$ cat src/rtl/ddr2_rd_arb_pkg.sv
// ----------------------------------------------------------------------------
// ddr2_rd_arb_pkg
// Shared definitions for the ddr2_mgr read-port arbiter: field widths, the
// arbiter state encoding, the latched command payload and a helper that turns
// a transfer length into the number of returned 32-bit words.
// ----------------------------------------------------------------------------
package ddr2_rd_arb_pkg;

  localparam int unsigned ARB_ADDR_W  = 25;
  localparam int unsigned ARB_LEN_W   = 10;
  localparam int unsigned ARB_CNT_W   = 11;
  localparam int unsigned ARB_DATA_W  = 32;
  localparam int unsigned ARB_OWN_W   = 2;
  localparam int unsigned ARB_MAX_REQ = 4;

  typedef enum logic [1:0] {
    ST_ARB_IDLE = 2'd0,
    ST_ARB_REQ  = 2'd1,
    ST_ARB_XFR  = 2'd2,
    ST_ARB_DONE = 2'd3
  } arb_state_t;

  // Command captured from the winning requester at arbitration time.
  typedef struct packed {
    logic [ARB_ADDR_W-1:0] addr;
    logic [ARB_LEN_W-1:0]  len;
  } arb_cmd_t;

  // Words returned by ddr2_mgr for a transfer of len units.
  function automatic logic [ARB_CNT_W-1:0] arb_xfr_words(input logic [ARB_LEN_W-1:0] len,
                                                         input int unsigned           wpx);
    return ARB_CNT_W'(32'(len) * wpx);
  endfunction

endpackage

$ cat src/rtl/ddr2_rd_arb_rr_pick.sv
// ----------------------------------------------------------------------------
// ddr2_rd_arb_rr_pick
// Combinational rotate-priority picker. Searches the request vector starting
// one position after the pointer and wrapping, returning the first hit.
// Ports:
//   i_req     request vector
//   i_ptr     index of the last winner
//   o_onehot  one-hot winner
//   o_idx     winner index
//   o_any     at least one request present
// ----------------------------------------------------------------------------
module ddr2_rd_arb_rr_pick
  import ddr2_rd_arb_pkg::*;
#(
  parameter int unsigned NUM_REQ = 2
) (
  input  logic [NUM_REQ-1:0]   i_req,
  input  logic [ARB_OWN_W-1:0] i_ptr,
  output logic [NUM_REQ-1:0]   o_onehot,
  output logic [ARB_OWN_W-1:0] o_idx,
  output logic                 o_any
);

  int unsigned        w_pos;
  logic [NUM_REQ-1:0] w_mask;

  // Scan from the farthest slot to the nearest so the nearest hit overrides.
  always_comb begin
    o_onehot = '0;
    o_idx    = '0;
    o_any    = 1'b0;
    w_pos    = 0;
    w_mask   = '0;
    for (int unsigned k = NUM_REQ; k != 0; k--) begin
      w_pos  = (32'(i_ptr) + k) % NUM_REQ;
      w_mask = NUM_REQ'(1) << w_pos;
      if ((i_req & w_mask) != '0) begin
        o_onehot = w_mask;
        o_idx    = ARB_OWN_W'(w_pos);
        o_any    = 1'b1;
      end
    end
  end

endmodule

$ cat src/rtl/ddr2_rd_arb.sv
// ----------------------------------------------------------------------------
// ddr2_rd_arb
// Shares the single ddr2_mgr read port among NUM_REQ requesters. Round-robin
// arbitration, one transfer in flight, grant/valid/done steered to the owner,
// returned-word counting and a sticky protocol-error flag.
// Optional build macro DDR2_ARB_PRIO0_EN: requester 0 gets strict priority,
// round-robin applies among the remaining requesters only.
// Ports:
//   clk0, rst0               clock, synchronous active-high reset
//   req/req_addr/req_len     per-requester request, start address, length
//   req_grant                one-cycle accept pulse to the owner
//   req_data/req_data_valid  returned data (broadcast) / owner-steered valid
//   req_done                 one-cycle completion pulse to the owner
//   mem_rd_*                 ddr2_mgr read port
//   busy, owner, err_proto   status
// ----------------------------------------------------------------------------
module ddr2_rd_arb
  import ddr2_rd_arb_pkg::*;
#(
  parameter int unsigned NUM_REQ       = 2,
  parameter int unsigned WORDS_PER_XFR = 2
) (
  input  logic                            clk0,
  input  logic                            rst0,
  input  logic [NUM_REQ-1:0]              req,
  input  logic [NUM_REQ*ARB_ADDR_W-1:0]   req_addr,
  input  logic [NUM_REQ*ARB_LEN_W-1:0]    req_len,
  output logic [NUM_REQ-1:0]              req_grant,
  output logic [ARB_DATA_W-1:0]           req_data,
  output logic [NUM_REQ-1:0]              req_data_valid,
  output logic [NUM_REQ-1:0]              req_done,
  output logic                            mem_rd_req,
  output logic [ARB_ADDR_W-1:0]           mem_rd_addr,
  output logic [ARB_LEN_W-1:0]            mem_rd_xfr_len,
  input  logic                            mem_rd_grant,
  input  logic [ARB_DATA_W-1:0]           mem_rd_data,
  input  logic                            mem_rd_data_valid,
  output logic                            busy,
  output logic [ARB_OWN_W-1:0]            owner,
  output logic                            err_proto
);

  arb_state_t           r_state;
  arb_cmd_t             r_cmd;
  logic [ARB_OWN_W-1:0] r_owner;
  logic [ARB_OWN_W-1:0] r_rr_ptr;
  logic [ARB_CNT_W-1:0] r_expected;
  logic [ARB_CNT_W-1:0] r_count;
  logic                 r_mem_req;
  logic [NUM_REQ-1:0]   r_done;
  logic                 r_err;

  logic [ARB_ADDR_W-1:0] w_addr_arr [ARB_MAX_REQ];
  logic [ARB_LEN_W-1:0]  w_len_arr  [ARB_MAX_REQ];
  logic [NUM_REQ-1:0]    w_pick_req;
  logic [NUM_REQ-1:0]    w_pick_oh;
  logic [ARB_OWN_W-1:0]  w_pick_idx;
  logic                  w_pick_any;
  logic [NUM_REQ-1:0]    w_win_oh;
  logic [ARB_OWN_W-1:0]  w_win_idx;
  logic                  w_win_any;
  logic                  w_ptr_upd;
  logic [NUM_REQ-1:0]    w_own_mask;
  logic [ARB_LEN_W-1:0]  w_win_len;
  logic [ARB_CNT_W-1:0]  w_count_nxt;

  // Unpack the flat per-requester buses; unused slots read as zero so the
  // 2-bit owner index can select directly.
  for (genvar g = 0; g < ARB_MAX_REQ; g++) begin : g_slot
    if (g < NUM_REQ) begin : g_used
      assign w_addr_arr[g] = req_addr[g*ARB_ADDR_W +: ARB_ADDR_W];
      assign w_len_arr[g]  = req_len[g*ARB_LEN_W +: ARB_LEN_W];
    end else begin : g_unused
      assign w_addr_arr[g] = '0;
      assign w_len_arr[g]  = '0;
    end
  end

  ddr2_rd_arb_rr_pick #(
    .NUM_REQ (NUM_REQ)
  ) u_pick (
    .i_req    (w_pick_req),
    .i_ptr    (r_rr_ptr),
    .o_onehot (w_pick_oh),
    .o_idx    (w_pick_idx),
    .o_any    (w_pick_any)
  );

`ifdef DDR2_ARB_PRIO0_EN
  // Requester 0 wins outright and leaves the rotation untouched.
  assign w_pick_req = req & ~NUM_REQ'(1);

  always_comb begin
    w_win_oh  = w_pick_oh;
    w_win_idx = w_pick_idx;
    w_win_any = w_pick_any;
    w_ptr_upd = 1'b1;
    if (req[0]) begin
      w_win_oh  = NUM_REQ'(1);
      w_win_idx = '0;
      w_win_any = 1'b1;
      w_ptr_upd = 1'b0;
    end
  end
`else
  assign w_pick_req = req;
  assign w_win_oh   = w_pick_oh;
  assign w_win_idx  = w_pick_idx;
  assign w_win_any  = w_pick_any;
  assign w_ptr_upd  = 1'b1;
`endif

  assign w_win_len   = w_len_arr[w_win_idx];
  assign w_own_mask  = NUM_REQ'(1) << r_owner;
  assign w_count_nxt = r_count + ARB_CNT_W'(1);

  // Arbitration FSM, command latches, word counter and error flag.
  always_ff @(posedge clk0) begin
    if (rst0) begin
      r_state    <= ST_ARB_IDLE;
      r_cmd      <= '0;
      r_owner    <= '0;
      r_rr_ptr   <= ARB_OWN_W'(NUM_REQ - 1);
      r_expected <= '0;
      r_count    <= '0;
      r_mem_req  <= 1'b0;
      r_done     <= '0;
      r_err      <= 1'b0;
    end else begin
      r_done <= '0;

      if ((mem_rd_data_valid && (r_state != ST_ARB_XFR)) ||
          (mem_rd_grant      && (r_state != ST_ARB_REQ))) begin
        r_err <= 1'b1;
      end

      case (r_state)
        ST_ARB_IDLE: begin
          if (w_win_any) begin
            r_owner    <= w_win_idx;
            r_cmd.addr <= w_addr_arr[w_win_idx];
            r_cmd.len  <= w_win_len;
            if (w_ptr_upd) begin
              r_rr_ptr <= w_win_idx;
            end
            // Zero-length requests complete without touching ddr2_mgr.
            if (w_win_len == '0) begin
              r_state <= ST_ARB_DONE;
              r_done  <= w_win_oh;
            end else begin
              r_state   <= ST_ARB_REQ;
              r_mem_req <= 1'b1;
            end
          end
        end

        ST_ARB_REQ: begin
          if (mem_rd_grant) begin
            r_mem_req  <= 1'b0;
            r_expected <= arb_xfr_words(r_cmd.len, WORDS_PER_XFR);
            r_count    <= '0;
            r_state    <= ST_ARB_XFR;
          end
        end

        ST_ARB_XFR: begin
          if (mem_rd_data_valid) begin
            r_count <= w_count_nxt;
            if (w_count_nxt == r_expected) begin
              r_state <= ST_ARB_DONE;
              r_done  <= w_own_mask;
            end
          end
        end

        ST_ARB_DONE: begin
          r_state <= ST_ARB_IDLE;
        end

        default: begin
          r_state <= ST_ARB_IDLE;
        end
      endcase
    end
  end

  // Grant and data-valid are steered combinationally to the current owner.
  assign req_grant      = ((r_state == ST_ARB_REQ) && mem_rd_grant)      ? w_own_mask : '0;
  assign req_data_valid = ((r_state == ST_ARB_XFR) && mem_rd_data_valid) ? w_own_mask : '0;
  assign req_data       = mem_rd_data;
  assign req_done       = r_done;
  assign mem_rd_req     = r_mem_req;
  assign mem_rd_addr    = r_cmd.addr;
  assign mem_rd_xfr_len = r_cmd.len;
  assign busy           = (r_state != ST_ARB_IDLE);
  assign owner          = r_owner;
  assign err_proto      = r_err;

endmodule

$ cat config.mk
export PLATFORM = sky130hd
export DESIGN_NAME = ddr2_rd_arb
export DESIGN_NICKNAME = d
export VERILOG_FILES = /design/src/rtl/ddr2_rd_arb_pkg.sv /design/src/rtl/ddr2_rd_arb_rr_pick.sv /design/src/rtl/ddr2_rd_arb.sv
export SDC_FILE = /design/constraint.sdc
export NUM_CORES = 1
export LEC_CHECK = 0
export BUFFER_PORTS_ARGS = -buffer_cell sky130_fd_sc_hd__buf_2
export CAP_MARGIN = 40
export CORE_MARGIN = 3
export CORE_UTILIZATION = 41
export DETAILED_ROUTE_END_ITERATION = 16
export PLACE_DENSITY_LB_ADDON = 0.12
export SETUP_SLACK_MARGIN = 0.5
export SLEW_MARGIN = 5
export SYNTH_ARGS = -nofsm -noshare
export SYNTH_HDL_FRONTEND = slang
export SYNTH_SLANG_ARGS = --single-unit
$ cat constraint.sdc
create_clock -name clk0 -period 1.92 [get_ports clk0]
set_clock_uncertainty 0.1 [all_clocks]
set_input_delay 0.096 -clock clk0 [delete_from_list [all_inputs] [get_ports clk0]]
set_output_delay 0.096 -clock clk0 [all_outputs]
set_load 0.02 [all_outputs]
# Yosys cells after proc, flatten, opt, wreduce, memory -nomap -nowiden
# Cells that the tools add are included.
[word_totals]
romBits = 0
latchBits = 0
inputBits = 108
elab_cells = 80
n_memories = 0
mem_bits_rw = 0
regBits = 64
[op_classes]
n_reduce_logical = 17
add_sub_neg = 3
shift = 3
n_div = 0
multipliers = 0
n_eq_ne = 11
n_mux = 32
order_cmp = 1
bitwise = 3
[op_table]
columns = ["operator", "n"]
rows = [
  ["$bmux 25 s2", 1],
  ["$mux 25", 2],
  ["$mux 2", 13],
  ["$mux 11", 2],
  ["$pmux 11 s2", 1],
  ["$bmux 10 s2", 1],
  ["$mux 10", 2],
  ["$add 11x1->11 const B", 1],
  ["$eq 11x11->1", 1],
  ["$logic_not 10->1", 1],
  ["$ne 2x2->1 const B", 5],
  ["$reduce_bool 2->1", 5],
  ["$pmux 2 s4", 1],
  ["$reduce_and 4->1", 2],
  ["$mux 1", 7],
  ["$shl 1x1->2 const A", 3],
  ["$and 2x2->2", 2],
  ["$eq 2x2->1 const B", 2],
  ["$logic_and 1x1->1", 4],
  ["$ne 2x1->1 const B", 2],
  ["$pmux 2 s2", 1],
  ["$reduce_and 2->1", 2],
  ["$ge 3x3->1 const B", 1],
  ["$not 1->3", 1],
  ["6 further kinds", 7],
]

# Logic depth before layout (Yosys ltp)
[logic_depth]
word_depth = 14
ltp_mapped = 9
depth_no_buf = 8

# Modules after synthesis
# A second synthesis with hierarchy kept.
[hier_totals]
hier_cells = 420
hier_area_um2 = 3585.9
[modules_own_cells]
columns = ["mod", "area_each_um2", "cells_per_inst", "instances"]
rows = [
  ["ddr2_rd_arb", 3542.1, 413, 1],
  ["ddr2_rd_arb_rr_pick", 43.8, 7, 1],
]

# Least setup slack after synthesis
# OpenSTA, ideal clock, no wires.
[synth_timing]
path_type = "register to register"
from = "register r_count[0]"
to = "register r_state[0]"
path_stages_with_launch = 9
t_required_ns = 1.746
setup_slack_ns = -0.045
setup_ns = 0.074
n_path_buf = 1
arrival_ns = 1.791
path_cell_list = "dfxtp_1 ha_1 nand3_2 buf_6 or3_1 a31oi_1 a21o_2 nand4_1 a31oi_1"
[synth_between]
elab_chain_len = 4
[synth_lines]
columns = ["element", "line", "source"]
rows = [
  ["start, declared", "ddr2_rd_arb.sv:48", "logic [ARB_CNT_W-1:0] r_count;"],
  ["start signal, assigned", "ddr2_rd_arb.sv:168", "r_count <= w_count_nxt;"],
  ["$add 11x1->11", "ddr2_rd_arb.sv:115", "assign w_count_nxt = r_count + ARB_CNT_W'(1);"],
  ["$eq 11x11->1", "ddr2_rd_arb.sv:169", "if (w_count_nxt == r_expected) begin"],
  ["$ne 2x2->1 (no line)", "--", ""],
  ["$reduce_and 4->1 (no line)", "--", ""],
  ["end signal, assigned", "ddr2_rd_arb.sv:120", "r_state <= ST_ARB_IDLE;"],
  ["end signal, assigned", "ddr2_rd_arb.sv:170", "r_state <= ST_ARB_DONE;"],
  ["end signal, assigned", "ddr2_rd_arb.sv:177", "r_state <= ST_ARB_IDLE;"],
  ["end, declared", "ddr2_rd_arb.sv:43", "arb_state_t r_state;"],
]
# No other way between the ends.
# A chain may end at the register's enable or synchronous reset.

# Final worst setup path
[layout_timing]
from = "register r_count[1]"
to = "register r_state[1]"
# The elaborated chain is that of the path after synthesis.

==> load_flow_metrics.sql <==
INSERT INTO impl_metrics (metric_group, metric, value, unit) VALUES
('worst_hold_path', 'hold_path_depth', '3', ''),
('die', 'rows', '33', ''),
('critical_path', 'crit_path_end_kind', 'register', ''),
('routing', 'detail-route-antenna-nets', '0', ''),
('grt', 'antenna_violations_before_repair', '0', ''),
('clock_tree', 'cts.root.buffer_cell', 'sky130_fd_sc_hd__clkbuf_8', ''),
('yosys', 'ys_warn_count', '0', ''),
('critical_path', 'reg2regPathDepth', '9', ''),
('outcome', 'outcome', 'complete, but fails checks', ''),
('yosys', 'yosys.area_share.simple', '19.8', '%'),
('clock_tree', 'htree_levels', '3', ''),
('timing', 'timing.fmax', '518', 'MHz'),
('yosys', 'ys_seq_area_share', '36.5', '%'),
('power_and_ir_drop', 'pwr_density_cell', '1130', 'mW/mm2'),
('yosys', 'synth_top_family_by_area', 'simple AND/OR/NAND/NOR gates', ''),
('cells_and_area', 'fraction_of_final_layout_cells_with_drive_strength_greater_than_1', '45.5', '%'),
('routing', 'post-route-drc-count', '0', ''),
('outcome', 'violations', 'setup timing', ''),
('timing', 'report.final.setup_viol', '1', ''),
('clock_tree', 'clock_buffers_created_by_tritoncts', '9', ''),
('cells_and_area', 'finalNetCount', '720', ''),
('power_and_ir_drop', 'vdd_drop_max', '0.658', 'mV'),
('die', 'fp.dieH', '98.5', 'um'),
('critical_path', 'regToRegSetupSlack', '-10', 'ps'),
('yosys', 'avgSynthCellArea', '8.36', 'um2'),
('grt', 'globalRouteOverflowTotal', '0', ''),
('timing', 'maxSlewViolCount', '0', ''),
('critical_path', 'timing.setup.critical_path_class', 'reg2reg', ''),
('placement', 'hpwlAfterDp', '6680', 'um'),
('grt', 'grt_start_max_net_pins', '59', ''),
('run', 'max_cap_violations', '0', ''),
('routing', 'dr.pass1.iters', '4', ''),
('yosys', 'syn_inst', '420', ''),
('die', 'initial_core_util', '42.5', '%'),
('yosys', 'post_synth_mux_area_share', '9.98', '%'),
('clock_tree', 'cts_tree', 'built', ''),
('timing', 'min_period', '1930', 'ps'),
('cells_and_area', 'fin_cells', '718', ''),
('die', 'die_w', '98.5', 'um'),
('yosys', 'ys_dominant_reg_cell', 'sky130_fd_sc_hd__dfxtp_1', ''),
('timing', 'grt_setup_unrepaired', 'true', ''),
('placement', 'io_buffers', '120', ''),
('yosys', 'syn_nets', '532', ''),
('die', 'num_io_pins', '186', ''),
('yosys', 'synth_edf_count', '0', ''),
('critical_path', 'crit-reg2reg-launch', 'r_count[1]', ''),
('yosys', 'synth_compound_gate_area_share', '17.1', '%'),
('critical_path', 'critPathLaunchType', 'register', ''),
('critical_path', 'worst-endpoint-arrival', '2110', 'ps'),
('routing', 'wl_per_cell', '17.7', 'um'),
('timing', 'final.period_utilization', '101', '%'),
('yosys', 'synth_adder_area_share', '1.43', '%'),
('worst_hold_path', 'worst_hold_path.endpoint', 'err_proto', ''),
('routing', 'dr_total_vias', '3840', ''),
('worst_hold_path', 'min_from', 'mem_rd_data_valid', ''),
('routing', 'routed_wl', '12700', 'um'),
('yosys', 'synthArstFlopShare', '0', '%'),
('worst_hold_path', 'class_of_the_tightest_hold_or_removal_check', 'in2reg', ''),
('yosys', 'synth_xor_area_share', '3.24', '%'),
('cells_and_area', 'syn2layout_area_growth', '65.5', '%'),
('grt', 'grt_pass1_wl', '18200', 'um'),
('routing', 'post_drt_via_cell_ratio', '5.35', ''),
('grt', 'globalRouteTotalUtil', '23.0', '%'),
('critical_path', 'crit-reg2reg-capture', 'r_state[1]', ''),
('yosys', 'mappedNetlistArea', '0.00351', 'mm2'),
('clock_tree', 'cts_sinks', '64', ''),
('routing', 'drt_iter0_drc', '154', ''),
('die', 'die_area', '0.00971', 'mm2'),
('clock_tree', 'path_clk_slew', '80', 'ps'),
('critical_path', 'cp_data_required_time', '2100', 'ps'),
('clock_tree', 'clk_latency', '340', 'ps'),
('placement', 'final_weighted_congestion_of_routability_driven_global_placement', '0.842', ''),
('timing', 'worst_slack', '-10.4', 'ps'),
('placement', 'place.detailed.instances', '604', ''),
('grt', 'first_global_vias', '3757', ''),
('clock_tree', 'max_clock_buf_depth', '2', ''),
('cells_and_area', 'final.fill_count', '606', ''),
('yosys', 'synth-seq-cells', '64', ''),
('power_and_ir_drop', 'power.leakage', '0.00245', 'uW'),
('timing', 'hold_viol_final', '0', ''),
('yosys', 'netlist-cell-type-count', '46', ''),
('critical_path', 'worst-path-max-fanout', '5', ''),
('die', 'core_area', '0.00826', 'mm2'),
('placement', 'detailedPlace.worstSlack', '64.3', 'ps'),
('cells_and_area', 'antenna_cells', '0', '');
-- area by class of cell --
cell class	count	area, um2	share of cell area, %
flip-flops and latches	64	1310	22.6
multi-input cells	290	2160	37.3
inverters	7	36.3	0.625
well taps	105	131	2.26
clock inverters	6	42.5	0.733
repair buffers	236	1980	34.2
clock buffers	10	138	2.37
-- report_power, final --
part,switching [uW],internal [uW],total [uW],leakage [uW]
Clock,578,506,1080,0.0000887
Combinational,1770,1770,3550,0.00183
Sequential,258,1670,1930,0.000533
-- sequential cells by signal (all words and copies together) (netlist names) --
| signal | flops |
|---|---|
| r_rr_ptr | 1 |
| r_count | 11 |
| req_done | 2 |
| owner | 1 |
| mem_rd_xfr_len | 10 |
| r_expected | 10 |
| mem_rd_addr | 25 |
| err_proto | 1 |
| r_state | 2 |
| mem_rd_req | 1 |
-- worst max path at each step --
stage / start / end / slack, ps / cells past startpoint
floorplan: r_count[0] / r_state[1] / 210 / 7
global placement: req_len[6] / r_state[1] / 90 / 8
detailed placement: r_count[3] / r_state[1] / 60 / 6
CTS: r_count[0] / r_state[1] / 90 / 7
global route: r_count[1] / r_state[0] / -140 / 8
finish: r_count[1] / r_state[1] / -10 / 9
-- worst max-delay path: stages, from the launching register on --
cell and delay (ps):
sky130_fd_sc_hd__dfxtp_4 380, sky130_fd_sc_hd__ha_4 170, sky130_fd_sc_hd__nand3_4 80, sky130_fd_sc_hd__buf_6 140, sky130_fd_sc_hd__buf_4 140, sky130_fd_sc_hd__nor2_1 200, sky130_fd_sc_hd__o211ai_1 130, sky130_fd_sc_hd__a21o_2 240
sky130_fd_sc_hd__a31o_1 220, sky130_fd_sc_hd__nand3_1 70
-- synth_stat cells, drive strengths merged (2+ instances only) --
cell type	count	area, um2
xor2	3	26.3
mux2i	35	350
clkbuf	17	63.8
or3	4	25.0
o21ai	12	60.1
nor3	5	25.0
a311oi	2	17.5
xnor2	10	87.6
dfxtp	64	1280
or2	2	12.5
nor2	58	218
o21bai	2	15.0
nand2	32	120
a211oi	36	270
nand3	8	50.1
and2	2	12.5
a21oi	29	145
ha	4	50.1
nor2b	2	12.5
a31oi	4	25.0
nor4	9	71.3
nand2b	3	18.8
buf	43	323
nand4	9	62.6
inv	7	26.3
and3	5	31.3
-- routing by layer --
metal  GRT usage, %  part of all wire (%)  routed length [um]
met5              0                     0                   0
met4           7.67                   1.9                 244
met3           7.15                   6.8                 865
met2           39.8                    50                6340
met1           27.0                    41                5250
-- cell families after synthesis --
family                     count (synthesis)
buffers and inverters                     67
DFF                                       64
muxes                                     35
AOI/OAI and AO/OA                         93
adders and majority gates                  4
and+or+nand+nor                          143
other                                      1
xor gates and xnor gates                  13
-- through the flow --
| stage | hold slack (ps) | setup TNS (ps) | area [um2] | util [%] | power, uW |
|---|---|---|---|---|---|
| global route | 6.51 | -589 | 5810 | 70.3 | 6890 |
| floorplan | 145 | 0 | 3660 | - | 3450 |
| CTS | 0.454 | 0 | 5110 | 61.8 | 5620 |
| finish | 9.55 | -10.4 | 5810 | 70.3 | 6560 |
| detailed placement | 92.1 | 0 | 4120 | 49.9 | 3970 |
| global placement | 92.1 | 0 | 4120 | 49.9 | 3950 |
-- cells in the final DEF (no fill, tap or decap), drive strengths merged, types with 3 or more instances in the layout --
cell,synthesis,final
buf,43,181
nand3,8,8
clkbuf,17,16
a31oi,4,4
dfxtp,64,64
dlygate4sd3,0,49
nand4,9,9
nand2,32,32
o21ai,12,12
xor2,3,3
a211oi,36,36
or3,4,4
nor4,9,9
nor3,5,5
ha,4,4
clkinvlp,0,4
nor2,58,59
nand2b,3,3
inv,7,6
mux2i,35,35
xnor2,10,10
clkinv,0,3
and3,5,5
a21oi,29,29
-- timing repair --
item | 4_1_cts | 5_1_grt
gates resized for setup | 23 | 90
hold endpoints to repair | 31 | 0
cloned | 4 | 8
setup buffers | 13 | 24
hold buffers | 49 | 0
pin swaps | 6 | 32
endpoints found under the setup margin | 59 | 69
Power figures use the tool's default switching activity.
